### config.mk
export PLATFORM = sky130hd
export DESIGN_NAME = nonce_sweeper_flat
export DESIGN_NICKNAME = d
export VERILOG_FILES = /design/src/rtl/nonce_sweeper_if.sv /design/src/rtl/nonce_sweeper.sv /design/src/flat_wrapper.sv
export SDC_FILE = /design/constraint.sdc
export NUM_CORES = 1
export LEC_CHECK = 0
export ABC_AREA = 1
export CAP_MARGIN = 20
export CORE_MARGIN = 8
export CORE_UTILIZATION = 50
export DETAILED_ROUTE_END_ITERATION = 12
export PLACE_DENSITY = 0.83
export SLEW_MARGIN = 10
export SYNTH_ARGS = -nofsm -noshare
export SYNTH_HDL_FRONTEND = slang
export SYNTH_SLANG_ARGS = --single-unit
### constraint.sdc
create_clock -name clk -period 11 [get_ports clk]
set_input_delay 2.2 -clock clk [delete_from_list [all_inputs] [get_ports clk]]
set_output_delay 2.2 -clock clk [all_outputs]
set_load 0.02 [all_outputs]
### src/rtl/nonce_sweeper_if.sv
// nonce_sweeper_if
// Bundles the sweep control, configuration, hash-core and result signals of
// nonce_sweeper. The slave modport is the sweeper's view; the master modport
// is the view of whoever commands the sweep and emulates the hash core.
//   start/abort            sweep commands
//   base/max_nonce/target  sweep configuration, sampled on an accepted start
//   H/hash_valid           result from the hash core
//   fill/bloque_in         block-load strobe and block to the hash core
//   busy/done              sweep status
//   found/timeout_err/aborted/nonce_found/hash_found/attempts  sweep results
interface nonce_sweeper_if #(
  parameter int BLOCK_W = 128,
  parameter int NONCE_W = 32,
  parameter int HASH_W  = 24
);
  logic                       start;
  logic                       abort;
  logic [BLOCK_W-NONCE_W-1:0] base;
  logic [NONCE_W-1:0]         max_nonce;
  logic [HASH_W-1:0]          target;
  logic [HASH_W-1:0]          H;
  logic                       hash_valid;
  logic                       fill;
  logic [BLOCK_W-1:0]         bloque_in;
  logic                       busy;
  logic                       done;
  logic                       found;
  logic                       timeout_err;
  logic                       aborted;
  logic [NONCE_W-1:0]         nonce_found;
  logic [HASH_W-1:0]          hash_found;
  logic [NONCE_W:0]           attempts;

  modport slave (
    input  start, abort, base, max_nonce, target, H, hash_valid,
    output fill, bloque_in, busy, done, found, timeout_err, aborted,
           nonce_found, hash_found, attempts
  );

  modport master (
    output start, abort, base, max_nonce, target, H, hash_valid,
    input  fill, bloque_in, busy, done, found, timeout_err, aborted,
           nonce_found, hash_found, attempts
  );
endinterface

### src/rtl/nonce_sweeper.sv
// nonce_sweeper
// On-chip nonce search for the micro_ucr_hash core. A start builds blocks
// {base, nonce} for nonce = 0..max_nonce, loads each into the core with a
// one-cycle fill, waits for the hash, and stops on the first H < target,
// on nonce exhaustion, on a per-block timeout, or on abort.
// Ports:
//   clk    rising-edge clock
//   reset  asynchronous active-high reset; returns to IDLE, clears all outputs
//   sw     nonce_sweeper_if.slave: commands, configuration, hash-core
//          handshake and sweep results
module nonce_sweeper #(
  parameter int BLOCK_W = 128,
  parameter int NONCE_W = 32,
  parameter int HASH_W  = 24,
  parameter int TIMEOUT = 255
) (
  input  logic           clk,
  input  logic           reset,
  nonce_sweeper_if.slave sw
);

  localparam int BASE_W = BLOCK_W - NONCE_W;
  localparam int CNT_W  = $clog2(TIMEOUT + 1);

  typedef enum logic [1:0] {IDLE, ISSUE, WAIT, DONE} state_t;

  state_t              state_q, state_d;
  logic [BASE_W-1:0]   base_q, base_d;
  logic [NONCE_W-1:0]  max_q, max_d;
  logic [HASH_W-1:0]   target_q, target_d;
  logic [NONCE_W-1:0]  nonce_q, nonce_d;
  logic [NONCE_W:0]    attempts_q, attempts_d;
  logic [CNT_W-1:0]    wait_q, wait_d;
  logic                found_q, found_d;
  logic                timeout_q, timeout_d;
  logic                aborted_q, aborted_d;
  logic [NONCE_W-1:0]  nonce_found_q, nonce_found_d;
  logic [HASH_W-1:0]   hash_found_q, hash_found_d;
  logic [BLOCK_W-1:0]  bloque_q, bloque_d;

  // Control and visible results: cleared by reset.
  always_ff @(posedge clk or posedge reset) begin
    if (reset) begin
      state_q       <= IDLE;
      nonce_q       <= '0;
      attempts_q    <= '0;
      wait_q        <= '0;
      found_q       <= 1'b0;
      timeout_q     <= 1'b0;
      aborted_q     <= 1'b0;
      nonce_found_q <= '0;
      hash_found_q  <= '0;
      bloque_q      <= '0;
    end else begin
      state_q       <= state_d;
      nonce_q       <= nonce_d;
      attempts_q    <= attempts_d;
      wait_q        <= wait_d;
      found_q       <= found_d;
      timeout_q     <= timeout_d;
      aborted_q     <= aborted_d;
      nonce_found_q <= nonce_found_d;
      hash_found_q  <= hash_found_d;
      bloque_q      <= bloque_d;
    end
  end

  // Sweep configuration: always loaded before use, so no reset needed.
  always_ff @(posedge clk) begin
    base_q   <= base_d;
    max_q    <= max_d;
    target_q <= target_d;
  end

  always_comb begin
    state_d       = state_q;
    base_d        = base_q;
    max_d         = max_q;
    target_d      = target_q;
    nonce_d       = nonce_q;
    attempts_d    = attempts_q;
    wait_d        = wait_q;
    found_d       = found_q;
    timeout_d     = timeout_q;
    aborted_d     = aborted_q;
    nonce_found_d = nonce_found_q;
    hash_found_d  = hash_found_q;
    bloque_d      = bloque_q;

    case (state_q)
      IDLE: begin
        if (sw.start) begin
          state_d       = ISSUE;
          base_d        = sw.base;
          max_d         = sw.max_nonce;
          target_d      = sw.target;
          nonce_d       = '0;
          attempts_d    = '0;
          found_d       = 1'b0;
          timeout_d     = 1'b0;
          aborted_d     = 1'b0;
          nonce_found_d = '0;
          hash_found_d  = '0;
          // The block is registered on entry to ISSUE so it is already
          // valid in the fill cycle and holds until the next ISSUE.
          bloque_d      = {sw.base, {NONCE_W{1'b0}}};
        end
      end

      ISSUE: begin
        wait_d = '0;
        if (sw.abort) begin
          aborted_d = 1'b1;
          state_d   = DONE;
        end else begin
          state_d   = WAIT;
        end
      end

      WAIT: begin
        wait_d = wait_q + CNT_W'(1);
        // Abort takes priority; a hash arriving with it is discarded.
        if (sw.abort) begin
          aborted_d = 1'b1;
          state_d   = DONE;
        end else if (sw.hash_valid) begin
          attempts_d = attempts_q + (NONCE_W+1)'(1);
          if (sw.H < target_q) begin
            found_d       = 1'b1;
            nonce_found_d = nonce_q;
            hash_found_d  = sw.H;
            state_d       = DONE;
          end else if (nonce_q == max_q) begin
            state_d = DONE;
          end else begin
            nonce_d  = nonce_q + NONCE_W'(1);
            bloque_d = {base_q, nonce_q + NONCE_W'(1)};
            state_d  = ISSUE;
          end
        end else if (wait_q == CNT_W'(TIMEOUT - 1)) begin
          timeout_d = 1'b1;
          state_d   = DONE;
        end
      end

      DONE: begin
        state_d = IDLE;
      end

      default: begin
        state_d = IDLE;
      end
    endcase
  end

  assign sw.fill        = (state_q == ISSUE);
  assign sw.done        = (state_q == DONE);
  assign sw.busy        = (state_q != IDLE);
  assign sw.bloque_in   = bloque_q;
  assign sw.found       = found_q;
  assign sw.timeout_err = timeout_q;
  assign sw.aborted     = aborted_q;
  assign sw.nonce_found = nonce_found_q;
  assign sw.hash_found  = hash_found_q;
  assign sw.attempts    = attempts_q;

endmodule

### src/flat_wrapper.sv
// flat-port wrapper written by rule: the top's interface ports become plain ports
module nonce_sweeper_flat 
#(
  parameter int BLOCK_W = 128,
  parameter int NONCE_W = 32,
  parameter int HASH_W  = 24,
  parameter int TIMEOUT = 255
)
  (clk, reset, sw_start, sw_abort, sw_base, sw_max_nonce, sw_target, sw_H, sw_hash_valid, sw_fill, sw_bloque_in, sw_busy, sw_done, sw_found, sw_timeout_err, sw_aborted, sw_nonce_found, sw_hash_found, sw_attempts);
  nonce_sweeper_if #(.BLOCK_W(BLOCK_W), .NONCE_W(NONCE_W), .HASH_W(HASH_W)) sw_i ();
  input  logic clk;
  input  logic reset;
  input wire logic [$bits(sw_i.start)-1:0] sw_start;
  input wire logic [$bits(sw_i.abort)-1:0] sw_abort;
  input wire logic [$bits(sw_i.base)-1:0] sw_base;
  input wire logic [$bits(sw_i.max_nonce)-1:0] sw_max_nonce;
  input wire logic [$bits(sw_i.target)-1:0] sw_target;
  input wire logic [$bits(sw_i.H)-1:0] sw_H;
  input wire logic [$bits(sw_i.hash_valid)-1:0] sw_hash_valid;
  output wire logic [$bits(sw_i.fill)-1:0] sw_fill;
  output wire logic [$bits(sw_i.bloque_in)-1:0] sw_bloque_in;
  output wire logic [$bits(sw_i.busy)-1:0] sw_busy;
  output wire logic [$bits(sw_i.done)-1:0] sw_done;
  output wire logic [$bits(sw_i.found)-1:0] sw_found;
  output wire logic [$bits(sw_i.timeout_err)-1:0] sw_timeout_err;
  output wire logic [$bits(sw_i.aborted)-1:0] sw_aborted;
  output wire logic [$bits(sw_i.nonce_found)-1:0] sw_nonce_found;
  output wire logic [$bits(sw_i.hash_found)-1:0] sw_hash_found;
  output wire logic [$bits(sw_i.attempts)-1:0] sw_attempts;
  assign sw_i.start = sw_start;
  assign sw_i.abort = sw_abort;
  assign sw_i.base = sw_base;
  assign sw_i.max_nonce = sw_max_nonce;
  assign sw_i.target = sw_target;
  assign sw_i.H = sw_H;
  assign sw_i.hash_valid = sw_hash_valid;
  assign sw_fill = sw_i.fill;
  assign sw_bloque_in = sw_i.bloque_in;
  assign sw_busy = sw_i.busy;
  assign sw_done = sw_i.done;
  assign sw_found = sw_i.found;
  assign sw_timeout_err = sw_i.timeout_err;
  assign sw_aborted = sw_i.aborted;
  assign sw_nonce_found = sw_i.nonce_found;
  assign sw_hash_found = sw_i.hash_found;
  assign sw_attempts = sw_i.attempts;
  nonce_sweeper #(.BLOCK_W(BLOCK_W), .NONCE_W(NONCE_W), .HASH_W(HASH_W), .TIMEOUT(TIMEOUT)) u_core (.clk(clk), .reset(reset), .sw(sw_i));
endmodule
Yosys cells after proc, flatten, opt, wreduce, memory -nomap -nowiden. Index checks and enable logic that the tools add are counted.

Bits in registers: 414. Input bits: 181. Output and inout port bits: 223. Word-level logic and storage cells: 90.

$add $sub $neg: 3. $lt $le $gt $ge: 1. Equality and inequality tests: 15. Mux-type cells: 45. Reductions and logical operators: 13.

Operator list (count): $mux W128 (5); $mux W32 (8); $pmux W128 S2 (1); $pmux W32 S2 (2); $mux W33 (3); $mux W24 (4); $pmux W33 S2 (1); $pmux W24 S2 (1); $add A33 B1 Y33 const B (1); $add A32 B1 Y32 const B (1); $eq A32 B32 Y1 (1); $lt A24 B24 Y1 (1); $pmux W8 S2 (1); $mux W2 (6); $ne A2 B2 Y1 const B (6); $reduce_and A5 Y1 (2); $mux W1 (9); $add A8 B1 Y8 const B (1); $eq A8 B8 Y1 const B (1); $pmux W2 S4 (1); $reduce_bool A2 Y1 (4); $ne A2 B1 Y1 const B (3); $pmux W1 S2 (3); $reduce_and A6 Y1 (1); other kinds (8) (10).

Logic depth before layout (Yosys ltp). Gate-level depths: netlist of run 1.

Depth after elaboration: 6. Depth in mapped cells: 16. Depth with buffers taken out: 14.

Worst setup path before layout of run 1. No wires, ideal clock.

Path kind: input to register. Start point: input sw_start. End point: register u_core.base_q[0], enable pin. Library setup time: 0.505 ns. Data arrival time: 5.206 ns. Required time: 10.495 ns. Setup slack: 5.289 ns. Cell stages on the path: 2. Buffers on the path: 0. Cells stage by stage: nand2_1 -> inv_1.

Word-level cells in the longest chain between the ends: 1.

RTL lines: from (decl) (RTL line flat_wrapper.sv:13) `input wire logic [$bits(sw_i.start)-1:0] sw_start;`; $reduce_and A2 Y1 (no source line); to (signal assigned) (RTL line nonce_sweeper.sv:70) `base_q <= base_d;`; to (decl) (RTL line nonce_sweeper.sv:28) `logic [BASE_W-1:0] base_q, base_d;`.

Every way passes these cells. A chain may end at the register's enable or synchronous reset.

Worst setup path after layout of run 1.
Start point: input sw_H[23]. End point: register u_core.bloque_q[99], in the netlist u_core.sw.bloque_in[99].

Word-level cells in the longest chain between the ends: 3.

RTL lines: from (decl) (RTL line flat_wrapper.sv:18) `input wire logic [$bits(sw_i.H)-1:0] sw_H;`; $lt A24 B24 Y1 (RTL line nonce_sweeper.sv:128) `if (sw.H < target_q) begin`; $ne A2 B2 Y1 (no source line); $reduce_and A6 Y1 (no source line); to (signal assigned) (RTL line nonce_sweeper.sv:64) `bloque_q <= bloque_d;`; to (decl) (RTL line nonce_sweeper.sv:39) `logic [BLOCK_W-1:0] bloque_q, bloque_d;`.

Every way passes these cells.

==> summary.md, run 1 <==
| Metric | Value |
|---|---|
| Status | complete, no violations |
| Grt met2 use | 0.404 |
| Clock latency on the worst-skew pair | 560 ps |
| Max-Cap Viols | 0 |
| CP Class | input pin to flip-flop |
| Critical path startpoint category | input pin |
| Worst-Margin Slew | 1110 ps |
| Final min period | 5660 ps |
| Post-synth EDFFs | 152 |
| Total routed wirelength | 54,200 um |
| YS warnings | 0 |
| Crit path DAT | 6140 ps |
| Placed standard-cell area | 0.0220 sq mm |
| Dpl cells | 2,818 |
| Die height | 205 um |
| Worst VDD drop | 0.000212 V |
| Comb power frac | 0.368 |
| IO buf count | 403 |
| Clk buf depth | 3 |
| Sequential element share of the synthesized area | 0.577 |
| Post-Synthesis Cells | 2,058 |
| Switching Share | 0.383 |
| Synth area leader | dfrtp_1 |
| Clk pin slew, worst setup/hold paths | 60 ps |
| Slowest stage delay, CP | 780 ps |
| Fmax | 0.177 GHz |
| Gr ovfl total | 0 |
| Crit-path most repeated cell | nand2_1 |
| Clk network pwr share | 0.265 |
| Drc violations | 0 |
| Reg2reg start | u_core.state_q[0] |
| Skew final | 25.8 ps |
| Post-synth top area share | 0.322 |
| Post-route ant nets | 0 |
| P_sw | 2.12 mW |
| CTS tree | done |
| FFs w/ async S/R, synth | 0.602 |
| Slew Viols, Final | 0 |
| First-pass GRT wire length | 85,900 um |
| Setup Buffers After CTS | 0 |
| Initial drt markers | 1,232 |
| Worst rel slew slack | 0.263 |
| Final RePlAce weighted congestion | 0.945 |
| DPL Wire Length | 37,400 um |
| Vias in the first global route | 15,700 |
| RSZ-0062 raised after global routing | false |
| Die area | 0.0421 sq mm |
| GRT Max-Usage Layer | met2 |
| Count of cell types in the netlist | 43 |
| Root Buffer | clkbuf_16 |
| Cts hold-fix bufs | 0 |
| Hold_sp | u_core.sw.nonce_found[0] |
| Fill count | 2,781 |
| Vias per inst | 5.34 |
| Synth cell count leaders | 875 x nand2_1, 230 x dfrtp_1, 167 x nand3_1 |
| Cell Rows | 69 |
| Via count | 15,500 |
| Cell Area, Synth | 0.0179 sq mm |
| Largest net degree at the start of global routing | 115 |
| Area delta synth->final | 31.4% |
| Post_cts resized | 0 |
| Cell Count, Final, Fillers Out | 2,900 |
| Pwr Density | 236 mW/mm^2 |
| Sequential share of power | 0.367 |
| Int Power | 3.42 mW |
| Met1 usage | 0.332 |
| Mapped Avg Cell Area | 8.69 sq um |
| Die W | 205 um |
| Clk sink count | 382 |
| R2R Path End | u_core.sw.bloque_in[99] |
| Cell with the most instances after synthesis | nand2_1 |
| Worst hold path depth | 2 |
| Synthesis-stage register bit count | 382 |
| Top Ports | 404 |
| Final Setup Violations | 0 |
| Share of layout cells above drive strength 1 | 0.0427 |
| CP required | 11,480 ps |
| Dominant synthesized flop cell | dfrtp_1 |
| Total CTS buffers | 42 |
| Core Area | 0.0354 sq mm |
| P_leak | 10.3 nW |
| Initial antenna violation count | 7 |
| Crit-path slowest cell | buf_4 |
| Max H-tree Level | 2 |
| Final Hold Fails | 0 |
| Design Area, Final | 0.0235 sq mm |
| R2R Setup Slk | 5880 ps |
| Wirelength per Cell | 18.7 um |
| Initial Util | 0.506 |
| M3 GR Usage | 0.0753 |
| Final #Nets | 2,613 |
| CP Capture Type | flip-flop |
| CP Cell Sequence | clkdlybuf4s50_1, ha_1, nand2_1, nor2_1, and2_1, nand2_1, nor2_1, nand2_1, nand2_1, nand3_4, nand2_4, buf_4, nand2_1, nand2_1 |
| Synth top area cells | dfrtp_1 32%, edfxtp_1 26%, nand2_1 18%, nand3_1 4.7%, nor2_1 2.6% |
| Worst Hold Class | flip-flop to flip-flop |
| Net Count, Synth | 2,270 |
| DRT Pass-1 Iters | 5 |
| CP Max Fanout | 82 |
| Setup TNS | 0 ps |
| Total GRT Usage | 0.255 |
| Period utilization | 0.515 |
| WHS Endpoint | u_core.sw.nonce_found[0] |
| Fin Hold WS | 484 ps |
| R2r worst-path depth | 11 |
-- power groups by stage --
| stage | sequential, mW | clock (mW) | combinational (mW) |
|---|---|---|---|
| floorplan | 2.24 | 0 | 1.03 |
| global placement | 2.04 | 0 | 1.98 |
| detailed placement | 2.04 | 0 | 2.04 |
| CTS | 2.02 | 1.49 | 2.05 |
| global route | 2.06 | 1.55 | 2.25 |
| finish | 2.03 | 1.47 | 2.04 |
-- per-stage QoR --
step,setup slack (ps),utilization,power [mW]
6_report,5340,0.664,5.54
3_3_place_gp,4940,0.623,4.01
2_1_floorplan,2500,-,3.27
5_1_grt,4990,0.664,5.85
4_1_cts,5400,0.664,5.57
3_5_place_dp,4830,0.623,4.08
-- cells by family (layout without fill, tap and decap cells) --
group,Yosys count,count (layout),synth area share
AO/OA/AOI/OAI,118,118,0.0358
XOR/XNOR,50,50,0.0245
adder cells (fa/ha/maj),31,31,0.0217
buffers and inverters,230,606,0.0568
flip-flops,382,382,0.577
other,0,5,0
AND/OR/NAND/NOR,1247,1247,0.284
-- cells in the final DEF (no fill, tap or decap), drive strengths merged, types with 2 or more instances in the layout --
master and count:
diode 5, o21ai 78, nor2 127, dfrtp 230, clkbuf 51, o31ai 4, inv 120, nand2 879
or2 4, nand3 169, buf 8, a21o 2, a221oi 2, nand4 21, a31oi 4, clkdlybuf4s50 403
clkinv 18, bufinv 5, nor3b 4, edfxtp 152, xnor2 31, xor2 19, nor4 3, a21oi 23
ha 31, nor3 37
-- registers in the layout, summed over array words and instances, names as in the netlist --
signal	flops
u_core.sw.aborted	1
u_core.max_q	32
u_core.sw.nonce_found	32
u_core.sw.timeout_err	1
u_core.target_q	24
u_core.wait_q	8
u_core.sw.found	1
u_core.state_q	2
u_core.sw.hash_found	24
u_core.sw.attempts	33
u_core.base_q	96
u_core.sw.bloque_in	128
-- how the worst max path moves through the flow --
stage | startpoint | endpoint | slack [ps] | depth (start not counted)
2_1_floorplan | reset | u_core.state_q[0] | 2500 | 1
3_3_place_gp | sw_H[23] | u_core.sw.bloque_in[95] | 4940 | 14
3_5_place_dp | sw_H[23] | u_core.sw.bloque_in[46] | 4830 | 14
4_1_cts | sw_H[23] | u_core.sw.bloque_in[83] | 5400 | 14
5_1_grt | sw_H[19] | u_core.sw.bloque_in[97] | 4990 | 14
6_report | sw_H[23] | u_core.sw.bloque_in[99] | 5340 | 14
-- critical path, delay by kind of cell --
family,cells,cell delay (ps)
fa+ha+maj,1,310
simple gates,11,2280
buf+inv,2,1210
-- cell type report --
class                           instances  area, sq um  share of cell area
Multi-Input combinational cell       1446         6590               0.280
Tap cell                              461          577              0.0245
Clock buffer                           51         1180              0.0501
Clock inverter                         26          272              0.0116
Inverter                              118          463              0.0197
Antenna cell                            5         12.5            0.000532
Timing Repair Buffer                  411         4090               0.174
Sequential cell                       382        10300               0.439
-- metal layers --
metal  wire, um  vias to the layer above
met1      22200                     7366
met2      24900                      692
met4       1420                        8
met5         55                        -
li1           -                     7311
met3       5610                      100
(Power assumes the default switching activity.)
==> run 2, diff against run 1 <==
CORE_UTILIZATION = 46   (was 50)
PLACE_DENSITY = 0.81   (was 0.83)
clock period = 5.1 ns   (was 11 ns; I/O delays follow)
==> run 2 against run 1 <==
Compared with the run above: combinational power is 120% higher; sequential cell count unchanged; clock skew up 1.0 ps; first-iteration DRC count up 40%; global-route usage shrank 1.5 points; cell count is 2.1% higher; clock power grew 100%; largest power group unchanged.
==> summary.md, run 2 (synthesis gave the netlist of run 1 again) <==
| Metric | Value |
|---|---|
| R2R Setup Slk | 1990 ps (was 5880 ps) |
| Via count | 15,800 (was 15,500) |
| Total CTS buffers | 42 (unchanged) |
| Post-route ant nets | 0 (unchanged) |
| R2r worst-path depth | 12 (was 11) |
| Final Setup Violations | 0 (unchanged) |
| Setup TNS | 0 ps (unchanged) |
| CP required | 5540 ps (was 11,480 ps) |
| Total GRT Usage | 0.240 (was 0.255) |
| CP Max Fanout | 114 (was 82) |
| Commonest non-fill, non-tap cell in the layout | nand2_1 (unchanged) |
| Hold_sp | u_core.sw.nonce_found[15] (was u_core.sw.nonce_found[0]) |
| RSZ-0062 raised after global routing | false (unchanged) |
| Clk pin slew, worst setup/hold paths | 60 ps (about the same) |
| CP Class | input pin to flip-flop (unchanged) |
| Area delta synth->final | 31.8% (was 31.4%) |
| Clock latency on the worst-skew pair | 580 ps (was 560 ps) |
| Die height | 213 um (was 205 um) |
| Cell Count, Final, Fillers Out | 2,961 (was 2,900) |
| Initial Util | 0.464 (was 0.506) |
| Placed standard-cell area | 0.0222 sq mm (was 0.0220 sq mm) |
| Final setup margin | 1810 ps (was 5340 ps) |
| Total Power Consumption | 11.8 mW (was 5.54 mW) |
| Clk buf depth | 3 (unchanged) |
| Die W | 213 um (was 205 um) |
| Status | complete, no violations (unchanged) |
| Final #Nets | 2,620 (was 2,613) |
| Critical Path Start | sw_H[23] (unchanged) |
| DRT Pass-1 Iters | 7 (was 5) |
| IO buf count | 403 (unchanged) |
| Skew final | 26.9 ps (was 25.8 ps) |
| Vias in the first global route | 15,900 (was 15,700) |
| Drc violations | 0 (unchanged) |
| Final Hold Fails | 0 (unchanged) |
| Worst-Margin Slew | 1040 ps (was 1110 ps) |
| Initial drt markers | 1,724 (was 1,232) |
| Cell Rows | 72 (was 69) |
| CP Capture Type | flip-flop (unchanged) |
| Max H-tree Level | 2 (unchanged) |
| Largest net degree at the start of global routing | 130 (was 115) |
| Top Ports | 404 (unchanged) |
| Commonest non-fill, non-tap cells in the layout | 874 x nand2_1, 403 x clkdlybuf4s50_1, 230 x dfrtp_1, 167 x nand3_1, 152 x edfxtp_1 (unchanged) |
| Vias per inst | 5.32 (was 5.34) |
| Die area | 0.0455 sq mm (was 0.0421 sq mm) |
| Fmax | 0.304 GHz |
| Critical path startpoint category | input pin (unchanged) |
| Reg2reg start | u_core.state_q[0] (unchanged) |
| R2R Path End | u_core.sw.bloque_in[105] (was u_core.sw.bloque_in[99]) |
| Setup Buffers After CTS | 0 (unchanged) |
| Max-Cap Viols | 0 (unchanged) |
| Wirelength per Cell | 18.7 um (about the same) |
| Core Area | 0.0386 sq mm (was 0.0354 sq mm) |
| Worst slack, placed | 1260 ps (was 4830 ps) |
| Fill count | 3,200 (was 2,781) |
| Dpl cells | 2,882 (was 2,818) |
| First-pass GRT wire length | 87,000 um (was 85,900 um) |
| Crit path DAT | 3730 ps (was 6140 ps) |
| Period utilization | 0.645 |
| Design Area, Final | 0.0236 sq mm (was 0.0235 sq mm) |
| Post_cts resized | 0 (unchanged) |
| P_leak | 10.3 nW (about the same) |
| DPL Wire Length | 37,500 um (was 37,400 um) |
| Worst VDD drop | 0.000363 V (was 0.000212 V) |
| Root Buffer | clkbuf_16 (unchanged) |
| Max FFs per register | 128 (unchanged) |
| Gr ovfl total | 0 (unchanged) |
| Cts hold-fix bufs | 0 (unchanged) |
| Initial antenna violation count | 5 (was 7) |
| Share of layout cells above drive strength 1 | 0.0426 (was 0.0427) |
| Final min period | 3290 ps |
| Final RePlAce weighted congestion | 0.946 (was 0.945) |
| Critical Path Sink | u_core.sw.hash_found[20] (was u_core.sw.bloque_in[99]) |
| Clk sink count | 382 (unchanged) |
| Worst Hold Class | flip-flop to flip-flop (unchanged) |
| Total routed wirelength | 55,300 um (was 54,200 um) |
| Slew Viols, Final | 0 (unchanged) |
| Post-layout util | 0.612 (was 0.664) |
| CTS tree | done (unchanged) |
| Worst hold path depth | 2 (unchanged) |
| Worst rel slew slack | 0.305 (was 0.263) |
| Fin Hold WS | 482 ps (was 484 ps) |
| Pwr Density | 502 mW/mm^2 (was 236 mW/mm^2) |
-- run 2: cell count changes in the layout (fill, tap and decap cells not counted), sizes merged --
| cell | before | now |
|---|---|---|
| buf | 8 | 15 |
| bufinv | 5 | 1 |
| clkbuf | 51 | 65 |
| clkinv | 18 | 9 |
| diode | 5 | 1 |
-- run 2: critical path: stages --
cell and delay, ps:
clkdlybuf4s50_1 430, ha_1 330, nand2_1 100, nor2_1 140
and2_1 160, nand2_1 60, nor2_1 110, nand2_1 70
nand2_1 130, nand2_1 120, nand2_4 700, nand2_1 170
o21ai_0 140
-- run 2: final cells by class --
| class | count | area (sq um) | share of cell area |
|---|---|---|---|
| Clock inverter | 13 | 114 | 0.00483 |
| Tap cell | 518 | 648 | 0.0275 |
| Inverter | 118 | 459 | 0.0195 |
| Antenna cell | 1 | 2.50 | 0.000106 |
| Sequential cell | 382 | 10300 | 0.438 |
| Clock buffer | 65 | 1240 | 0.0525 |
| Multi-Input combinational cell | 1446 | 6590 | 0.279 |
| Timing Repair Buffer | 418 | 4210 | 0.179 |
-- run 2: metal layers --
layer	GRT usage	wire length (um)
met5	0	27
met2	0.384	25600
met3	0.0681	5960
met1	0.314	22300
met4	0.0768	1400
-- run 2: worst min path at each step --
stage	to	slack [ps]
4_1_cts	u_core.sw.nonce_found[0]	490
5_1_grt	u_core.sw.nonce_found[17]	520
3_3_place_gp	u_core.sw.nonce_found[14]	460
6_report	u_core.sw.nonce_found[15]	480
3_5_place_dp	u_core.sw.nonce_found[29]	470
2_1_floorplan	u_core.wait_q[2]	490
-- run 2: power by group --
group / switching (mW) / internal [mW]
combinational: 2.91 / 1.57
clock: 1.25 / 1.73
sequential: 0.425 / 3.94
==> run 3, diff against run 2 <==
CORE_UTILIZATION = 50   (was 46)
PLACE_DENSITY = 0.83   (was 0.81)
clock period = 3.18 ns   (was 5.1 ns; I/O delays follow)
==> run 3 against run 2 <==
Compared with the run above: combinational power increased by 65%; critical path depth decreased by 9; sequential power increased by 60%; register-to-register slack got worse by 1200 ps.
==> summary.md, run 3 (synthesis gave the netlist of run 1 again) <==
| Metric | Value |
|---|---|
| Comb power frac | 0.382 (was 0.379) |
| Commonest non-fill, non-tap cells in the layout | 873 x nand2_1, 403 x clkdlybuf4s50_1, 230 x dfrtp_1, 167 x nand3_1, 152 x edfxtp_1 (was 874 x nand2_1, 403 x clkdlybuf4s50_1, 230 x dfrtp_1, 167 x nand3_1, 152 x edfxtp_1) |
| RSZ-0062 raised after global routing | false (unchanged) |
| Worst-Margin Slew | 1020 ps (was 1040 ps) |
| Crit path DAT | 2030 ps (was 3730 ps) |
| Total CTS buffers | 42 (unchanged) |
| Post-layout util | 0.673 (was 0.612) |
| P_sw | 7.37 mW (was 4.59 mW) |
| Final setup margin | 510 ps (was 1810 ps) |
| R2R Path End | u_core.sw.bloque_in[111] (was u_core.sw.bloque_in[105]) |
| Die height | 205 um (was 213 um) |
| Setup TNS | 0 ps (unchanged) |
| Max-Cap Viols | 0 (unchanged) |
| Clk sink count | 382 (unchanged) |
| Area delta synth->final | 33.2% (was 31.8%) |
| Post_cts resized | 0 (unchanged) |
| Gr ovfl total | 0 (unchanged) |
| Vias in the first global route | 15,900 (about the same) |
| Die W | 205 um (was 213 um) |
| Initial antenna violation count | 7 (was 5) |
| Die area | 0.0421 sq mm (was 0.0455 sq mm) |
| Clk buf depth | 3 (unchanged) |
| Worst VDD drop | 0.000666 V (was 0.000363 V) |
| Cts hold-fix bufs | 0 (unchanged) |
| Drc violations | 0 (unchanged) |
| Clk pin slew, worst setup/hold paths | 60 ps (about the same) |
| Reg2reg start | u_core.state_q[1] (was u_core.state_q[0]) |
| R2R Setup Slk | 790 ps (was 1990 ps) |
| Commonest non-fill, non-tap cell in the layout | nand2_1 (unchanged) |
| Max H-tree Level | 2 (unchanged) |
| Worst Hold Class | flip-flop to flip-flop (unchanged) |
| Final Hold Fails | 0 (unchanged) |
| Fmax | 0.375 GHz |
| Max FFs per register | 128 (unchanged) |
| Worst hold path depth | 2 (unchanged) |
| Final #Nets | 2,639 (was 2,620) |
| Int Power | 12.0 mW (was 7.24 mW) |
| Core Area | 0.0354 sq mm (was 0.0386 sq mm) |
| First-pass GRT wire length | 85,400 um (was 87,000 um) |
| Initial Util | 0.506 (was 0.464) |
| Final min period | 2670 ps |
| IO buf count | 403 (unchanged) |
| Worst rel slew slack | 0.321 (was 0.305) |
| Setup Buffers After CTS | 0 (unchanged) |
| Post-route ant nets | 0 (unchanged) |
| Root Buffer | clkbuf_16 (unchanged) |
| Status | complete, no violations (unchanged) |
| Vias per inst | 5.39 (was 5.32) |
| Clk network pwr share | 0.256 (was 0.252) |
| Slew Viols, Final | 0 (unchanged) |
| DRT Pass-1 Iters | 5 (was 7) |
| Share of layout cells above drive strength 1 | 0.0545 (was 0.0426) |
| R2r worst-path depth | 12 (unchanged) |
| DPL Wire Length | 37,700 um (was 37,500 um) |
| CP Max Fanout | 4 (was 114) |
| Via count | 15,800 (about the same) |
| Total Power Consumption | 19.3 mW (was 11.8 mW) |
| Final RePlAce weighted congestion | 0.925 (was 0.946) |
| WHS Endpoint | u_core.sw.nonce_found[29] (was u_core.sw.nonce_found[15]) |
| Total GRT Usage | 0.252 (was 0.240) |
| Clock latency on the worst-skew pair | 550 ps (was 580 ps) |
| Period utilization | 0.840 |
| Initial drt markers | 1,360 (was 1,724) |
| Hold_sp | u_core.sw.nonce_found[29] (was u_core.sw.nonce_found[15]) |
| Pwr Density | 811 mW/mm^2 (was 502 mW/mm^2) |
| CP required | 2540 ps (was 5540 ps) |
| CTS tree | done (unchanged) |
| Switching Share | 0.381 (was 0.388) |
| Cell Rows | 69 (was 72) |
| P_leak | 10.5 nW (was 10.3 nW) |
| Total routed wirelength | 54,500 um (was 55,300 um) |
| CP Capture Type | output pin (was flip-flop) |
| CP Class | flip-flop to output pin (was input pin to flip-flop) |
| Wirelength per Cell | 18.7 um (about the same) |
| Largest net degree at the start of global routing | 89 (was 130) |
| Sequential share of power | 0.362 (was 0.369) |
| Critical path startpoint category | flip-flop (was input pin) |
| Skew final | 10.9 ps (was 26.9 ps) |
| Top Ports | 404 (unchanged) |
| Final Setup Violations | 0 (unchanged) |
| Worst slack, placed | 127 ps (was 1260 ps) |
run 3: changes by cell type in the layout (fill, tap and decap cells not counted), sizes merged, moves of 3 or more:
cell,change
buf,+19
bufinv,+4
clkbuf,-16
clkinv,+8
clkinvlp,+6
inv,-3
run 3: critical path, stage by stage, from the launching register on:
cell             delay (ps)
dfrtp_1                 420
inv_1                   130
ha_4                    210
inv_1                    90
clkdlybuf4s50_1         630
run 3: per-stage QoR:
stage	area, sq um	hold WS, ps	cells
final	23800	484	2923
after global routing	23800	518	2921
after CTS	23800	488	2921
after detailed placement	22400	472	2844
after global placement	22400	465	2844
after floorplan	17900	487	2058
run 3: layout make-up:
class / instances / area [sq um]
antenna: 2 / 5.00
clock buffer: 49 / 1120
clock inverter: 28 / 287
fill: 2676 / 11600
inverter: 118 / 458
multi-input combinational: 1446 / 6620
sequential: 382 / 10300
tap: 461 / 577
timing repair buffer: 437 / 4450
run 3: power by group through the flow:
stage	clock network (mW)	registers [mW]	logic [mW]
finish	4.95	7.00	7.38
global route	5.22	7.10	8.06
CTS	5.06	6.99	7.41
detailed placement	0	7.03	7.36
global placement	0	7.02	7.13
floorplan	0	7.74	3.60
run 3: per-layer routing:
layer	routed length [um]	up-vias	global-route usage
met3	5810	116	0.0697
met5	73	-	0
li1	-	7349	-
met4	1770	10	0.0957
met1	21300	7515	0.321
met2	25600	772	0.408
run 3: worst max path at each step:
| stage | startpoint | end | slack [ps] | cells past startpoint |
|---|---|---|---|---|
| 3_3_place_gp | sw_H[19] | u_core.sw.bloque_in[126] | 200 | 14 |
| 3_5_place_dp | sw_H[19] | u_core.sw.bloque_in[57] | 130 | 14 |
| 4_1_cts | u_core.state_q[1] | sw_busy | 480 | 4 |
| 5_1_grt | sw_H[23] | u_core.sw.bloque_in[69] | 380 | 14 |
| 6_report | u_core.state_q[1] | sw_busy | 510 | 4 |
| 2_1_floorplan | reset | u_core.state_q[0] | -460 | 1 |
